`config.mk`:
```
export PLATFORM = sky130hd
export DESIGN_NAME = up5bit_counter_rr_sched
export DESIGN_NICKNAME = d
export VERILOG_FILES = /design/src/rtl/up5bit_counter_sched_pkg.sv /design/src/rtl/up5bit_counter_rr_sched_rr_arbiter2.sv /design/src/rtl/up5bit_counter_rr_sched.sv
export SDC_FILE = /design/constraint.sdc
export NUM_CORES = 1
export LEC_CHECK = 0
export BUFFER_PORTS_ARGS = -buffer_cell sky130_fd_sc_hd__buf_2
export CAP_MARGIN = 30
export CORE_MARGIN = 1.5
export CORE_UTILIZATION = 48
export DETAILED_ROUTE_END_ITERATION = 10
export PLACE_DENSITY = 0.73
export SYNTH_ARGS = -nofsm -noshare
export SYNTH_HDL_FRONTEND = slang
export SYNTH_SLANG_ARGS = --single-unit
```
`constraint.sdc`:
```
create_clock -name clk -period 1.6 [get_ports clk]
set_input_delay 0.16 -clock clk [delete_from_list [all_inputs] [get_ports clk]]
set_output_delay 0.16 -clock clk [all_outputs]
set_load 0.05 [all_outputs]
```
`src/rtl/up5bit_counter_sched_pkg.sv`:
```
// Shared types and constants for the round-robin
// dual-channel 5-bit counter scheduler.
package up5bit_counter_sched_pkg;

  localparam int WIDTH_DEFAULT = 5;

  localparam int CH0 = 0;
  localparam int CH1 = 1;

  typedef enum logic [1:0] {
    IDLE   = 2'd0,
    GRANT  = 2'd1,
    UPDATE = 2'd2
  } state_e;

endpackage

```
`src/rtl/up5bit_counter_rr_sched_rr_arbiter2.sv`:
```
// Two-way round-robin arbiter; ptr names the
// channel favoured when both requests are live.
module rr_arbiter2
  import up5bit_counter_sched_pkg::*;
(
  input  logic       req0,
  input  logic       req1,
  input  logic       ptr,
  output logic [1:0] grant
);

  always_comb begin
    grant = 2'b00;
    unique case (1'b1)
      (req0 && req1): begin
        if (ptr == 1'(CH1)) grant[CH1] = 1'b1;
        else                grant[CH0] = 1'b1;
      end
      (req0 && !req1): grant[CH0] = 1'b1;
      (!req0 && req1): grant[CH1] = 1'b1;
      default:         grant = 2'b00;
    endcase
  end

endmodule

```
`src/rtl/up5bit_counter_rr_sched.sv`:
```
// Two counters sharing one incrementer under a
// three-state grant/sum/update sequencer.
module up5bit_counter_rr_sched
  import up5bit_counter_sched_pkg::*;
#(
  parameter int WIDTH = WIDTH_DEFAULT
) (
  input  logic             clk,
  input  logic             reset,
  input  logic             req0,
  input  logic             req1,
  input  logic             clr0,
  input  logic             clr1,
  output logic             ack0,
  output logic             ack1,
  output logic [WIDTH-1:0] out0,
  output logic [WIDTH-1:0] out1,
  output logic             wrap0,
  output logic             wrap1,
  output logic             busy
);

  state_e           state_q, state_d;
  logic [1:0]       grant_q, grant_d;
  logic             ptr_q, ptr_d;
  logic [WIDTH:0]   sum_q, sum_d;
  logic [WIDTH-1:0] out0_q, out0_d;
  logic [WIDTH-1:0] out1_q, out1_d;
  logic             ack0_q, ack0_d;
  logic             ack1_q, ack1_d;
  logic             wrap0_q, wrap0_d;
  logic             wrap1_q, wrap1_d;

  logic             elig0, elig1;
  logic [1:0]       arb_grant;
  logic [WIDTH-1:0] out_sel;

  // A live ack masks its own request for one cycle
  assign elig0 = req0 & ~ack0_q;
  assign elig1 = req1 & ~ack1_q;

  rr_arbiter2 u_arb (
    .req0  (elig0),
    .req1  (elig1),
    .ptr   (ptr_q),
    .grant (arb_grant)
  );

  assign out_sel = grant_q[CH1] ? out1_q : out0_q;

  always_comb begin
    state_d = state_q;
    grant_d = grant_q;
    ptr_d   = ptr_q;
    sum_d   = sum_q;
    out0_d  = out0_q;
    out1_d  = out1_q;
    ack0_d  = 1'b0;
    ack1_d  = 1'b0;
    wrap0_d = 1'b0;
    wrap1_d = 1'b0;
    unique case (state_q)
      IDLE: begin
        if (|arb_grant) begin
          grant_d = arb_grant;
          state_d = GRANT;
        end
      end
      GRANT: begin
        sum_d   = {1'b0, out_sel}
                + {{WIDTH{1'b0}}, 1'b1};
        state_d = UPDATE;
      end
      UPDATE: begin
        if (grant_q[CH1]) begin
          out1_d  = sum_q[WIDTH-1:0];
          ack1_d  = 1'b1;
          wrap1_d = sum_q[WIDTH];
          ptr_d   = 1'(CH0);
        end else begin
          out0_d  = sum_q[WIDTH-1:0];
          ack0_d  = 1'b1;
          wrap0_d = sum_q[WIDTH];
          ptr_d   = 1'(CH1);
        end
        grant_d = 2'b00;
        state_d = IDLE;
      end
      default: begin
        grant_d = 2'b00;
        state_d = IDLE;
      end
    endcase
    // Clear wins over a same-edge write; the ack still fires
    if (clr0) begin
      out0_d  = '0;
      wrap0_d = 1'b0;
    end
    if (clr1) begin
      out1_d  = '0;
      wrap1_d = 1'b0;
    end
  end

  always_ff @(posedge clk or posedge reset) begin
    if (reset) begin
      state_q <= IDLE;
      grant_q <= 2'b00;
      ptr_q   <= 1'(CH0);
      sum_q   <= '0;
      out0_q  <= '0;
      out1_q  <= '0;
      ack0_q  <= 1'b0;
      ack1_q  <= 1'b0;
      wrap0_q <= 1'b0;
      wrap1_q <= 1'b0;
    end else begin
      state_q <= state_d;
      grant_q <= grant_d;
      ptr_q   <= ptr_d;
      sum_q   <= sum_d;
      out0_q  <= out0_d;
      out1_q  <= out1_d;
      ack0_q  <= ack0_d;
      ack1_q  <= ack1_d;
      wrap0_q <= wrap0_d;
      wrap1_q <= wrap1_d;
    end
  end

  assign out0  = out0_q;
  assign out1  = out1_q;
  assign ack0  = ack0_q;
  assign ack1  = ack1_q;
  assign wrap0 = wrap0_q;
  assign wrap1 = wrap1_q;
  assign busy  = (state_q != IDLE);

endmodule

```
==> results.json <==
{
  "crit_path_start_kind": "flop",
  "drive_gt1_share_pct": 36.6,
  "endpoint_kind": "primary output",
  "min_path_type": "in2reg",
  "ys.flop_type": "dfrtp_1",
  "power.leakage_nw": 0.756,
  "diodes": 0,
  "synth-seq-cells": 24,
  "cp.buffers_inverters": 1,
  "drv_cap": 0,
  "clock_latency_ps": 310,
  "drt_iter0_markers": 11,
  "clk_pin_slew_ps": 120,
  "crit_family": "flip-flops",
  "cts_tree": "yes",
  "start_util_pct": 51.7,
  "yosysUniqueCellTypes": 32,
  "avgRoutedWirePerCell_um": 15.0,
  "synth-edff-count": 0,
  "wl_um": 2260,
  "critPathLaunch": "state_q[0]",
  "grt_pass1_vias": 797,
  "boundaryPins": 21,
  "grt_pass1_wl_um": 3840,
  "cts_root_buffer": "clkbuf_4",
  "maxSlewHeadroom_pct": 71.8,
  "die_y_um": 52.1,
  "synth-seq-area-share_pct": 52.0,
  "synthesis.nets": 105,
  "ir_worst_vdd_uv": 795,
  "critPathArrivalTime_ps": 1320,
  "yosys-top-cells-area": "dfrtp_1 (52%), mux2i_1 (10%), nor2_1 (3.6%)",
  "die_area_um2": 2710,
  "dp_worst_setup_slack_ps": 61.9,
  "fmax_ghz": 0.677,
  "routed_via_density": 5.42,
  "final.min_clock_period_ps": 1480,
  "cp_cell_sequence": "or2_2 -> buf_2",
  "finalClockSkew_ps": 3.65,
  "rr_startpoint": "grant_q[1]",
  "synth-async-reset-ratio_pct": 100,
  "postSynthAreaPerCell_um2": 11.8,
  "route.detailed.drc": 0,
  "cts_max_path_buffers": 2,
  "grt_start_max_net_pins": 25,
  "numPortBuffers": 20,
  "outcome": "finished, final reports clean",
  "final_cells": 151,
  "crit_type": "reg2out",
  "synthCells": 98,
  "final_util_pct": 60.4,
  "area_growth_pct": 16.9,
  "setup_viol": 0,
  "yosysWarnings": 0,
  "htree_num_levels": 1,
  "vias": 818,
  "rsz0062_at_grt": "no",
  "layout_common_cells": "buf_2 (20), dfrtp_1 (19), mux2i_1 (12)",
  "fp-row-count": 17,
  "die_width_um": 52.1,
  "required_ps": 1440,
  "cp_slowest_stage_delay_ps": 460,
  "tightest_slew_ps": 423,
  "setup_slack_ps": 122,
  "grt_usage_pct": 19.7,
  "path_max_fanout": 7,
  "power_per_cell_area_nw_per_um2": 1410,
  "power_mw": 1.90,
  "final_common_cell": "buf_2",
  "cts_buffers": 3,
  "fin_tns_setup_ps": 0,
  "synth_top_area_share_pct": 52.0,
  "placed_cells": 147,
  "worstHoldStart": "clr0",
  "fin_crit_sh_pct": 92.4,
  "overflow": 0,
  "place.gp.congestion": 0.861,
  "cts_sinks": 24,
  "slowest_stage": "dfrtp_1",
  "core_um2": 2230,
  "grt_antenna_before_repair": 0,
  "synth.cell_area_um2": 1150,
  "detailedRoute.firstPassIterationCount": 4,
  "hpwl_um": 1650,
  "nNetsFinal": 132,
  "final_max_slew_viol_count": 0,
  "ant_nets": 0,
  "synth_top_area_cell": "dfrtp_1",
  "hold_violations": 0
}
## registers in the layout, summed over array words and instances (netlist names)
register / flops
sum_q: 6
out0: 5
ack0: 1
grant_q: 1
wrap1: 1
ack1: 1
ptr_q: 1
wrap0: 1
out1: 5
state_q: 2
## kinds of logic after synthesis
family	Yosys count	share of synthesized area (%)
adders and majority gates	1	1.08
AOI/OAI and AO/OA	13	7.47
buffers and inverters	7	4.33
DFF	24	52.0
and+or+nand+nor	37	20.7
muxes	15	13.7
xor gates and xnor gates	1	0.759
## routing by layer
layer  track usage, %  share of wire [%]  vias to the layer above
met4             6.58                1.3                        0
met3             2.59                3.5                        2
met2             30.4                 50                       19
met1             28.4                 45                      401
met5                0                  0                        -
li1                 -                  -                      396
## timing repair
action                     in CTS  in global routing
buffers inserted                0                  0
hold endpoints to repair       24                  0
setup endpoints to repair       0                  1
gates resized for setup         0                  4
hold buffers                    1                  0
## worst register-to-register path: stages, from the launching register on
cell	delay (ps)
dfrtp_2	460
mux2_2	270
ha_4	140
nand4b_1	110
and3_4	200
o31ai_2	200
## report_power, final
| part | total (mW) | internal, mW | switching (mW) |
|---|---|---|---|
| Combinational | 0.776 | 0.301 | 0.476 |
| Sequential | 0.867 | 0.734 | 0.133 |
| Clock | 0.259 | 0.0882 | 0.171 |
| Total | 1.90 | 1.12 | 0.779 |
## synthesized netlist by cell type (all sizes together), types with 4 or more instances
library cell,count
dfrtp,24
mux2i,12
nor2,11
nand2,6
buf,4
nand2b,4
o21ai,4
## stage by stage
| step | area [um^2] | hold WS [ps] |
|---|---|---|
| after floorplan | 1160 | 174 |
| after global placement | 1300 | 210 |
| after detailed placement | 1300 | 217 |
| after CTS | 1330 | 79.5 |
| after global routing | 1350 | 77.2 |
| final | 1350 | 82.8 |
## area by class of cell
class / count / area [um^2]
inverters: 3 / 11.3
well taps: 28 / 35.0
fillers: 201 / 883
clock buffers: 3 / 22.5
multi-input cells: 67 / 527
repair buffers: 26 / 148
flip-flops and latches: 24 / 607
## worst paths after layout
check	endpoint	slack (ps)	cells past startpoint
worst max-delay path	busy	120	2
worst min-delay path	out0[1]	80	2
worst max register to register	sum_q[4]	130	5
worst min register to register	sum_q[5]	510	1
max in group asynchronous	out0[0]	930	4
min in group asynchronous	sum_q[2]	420	4
(Power assumes the default switching activity.)
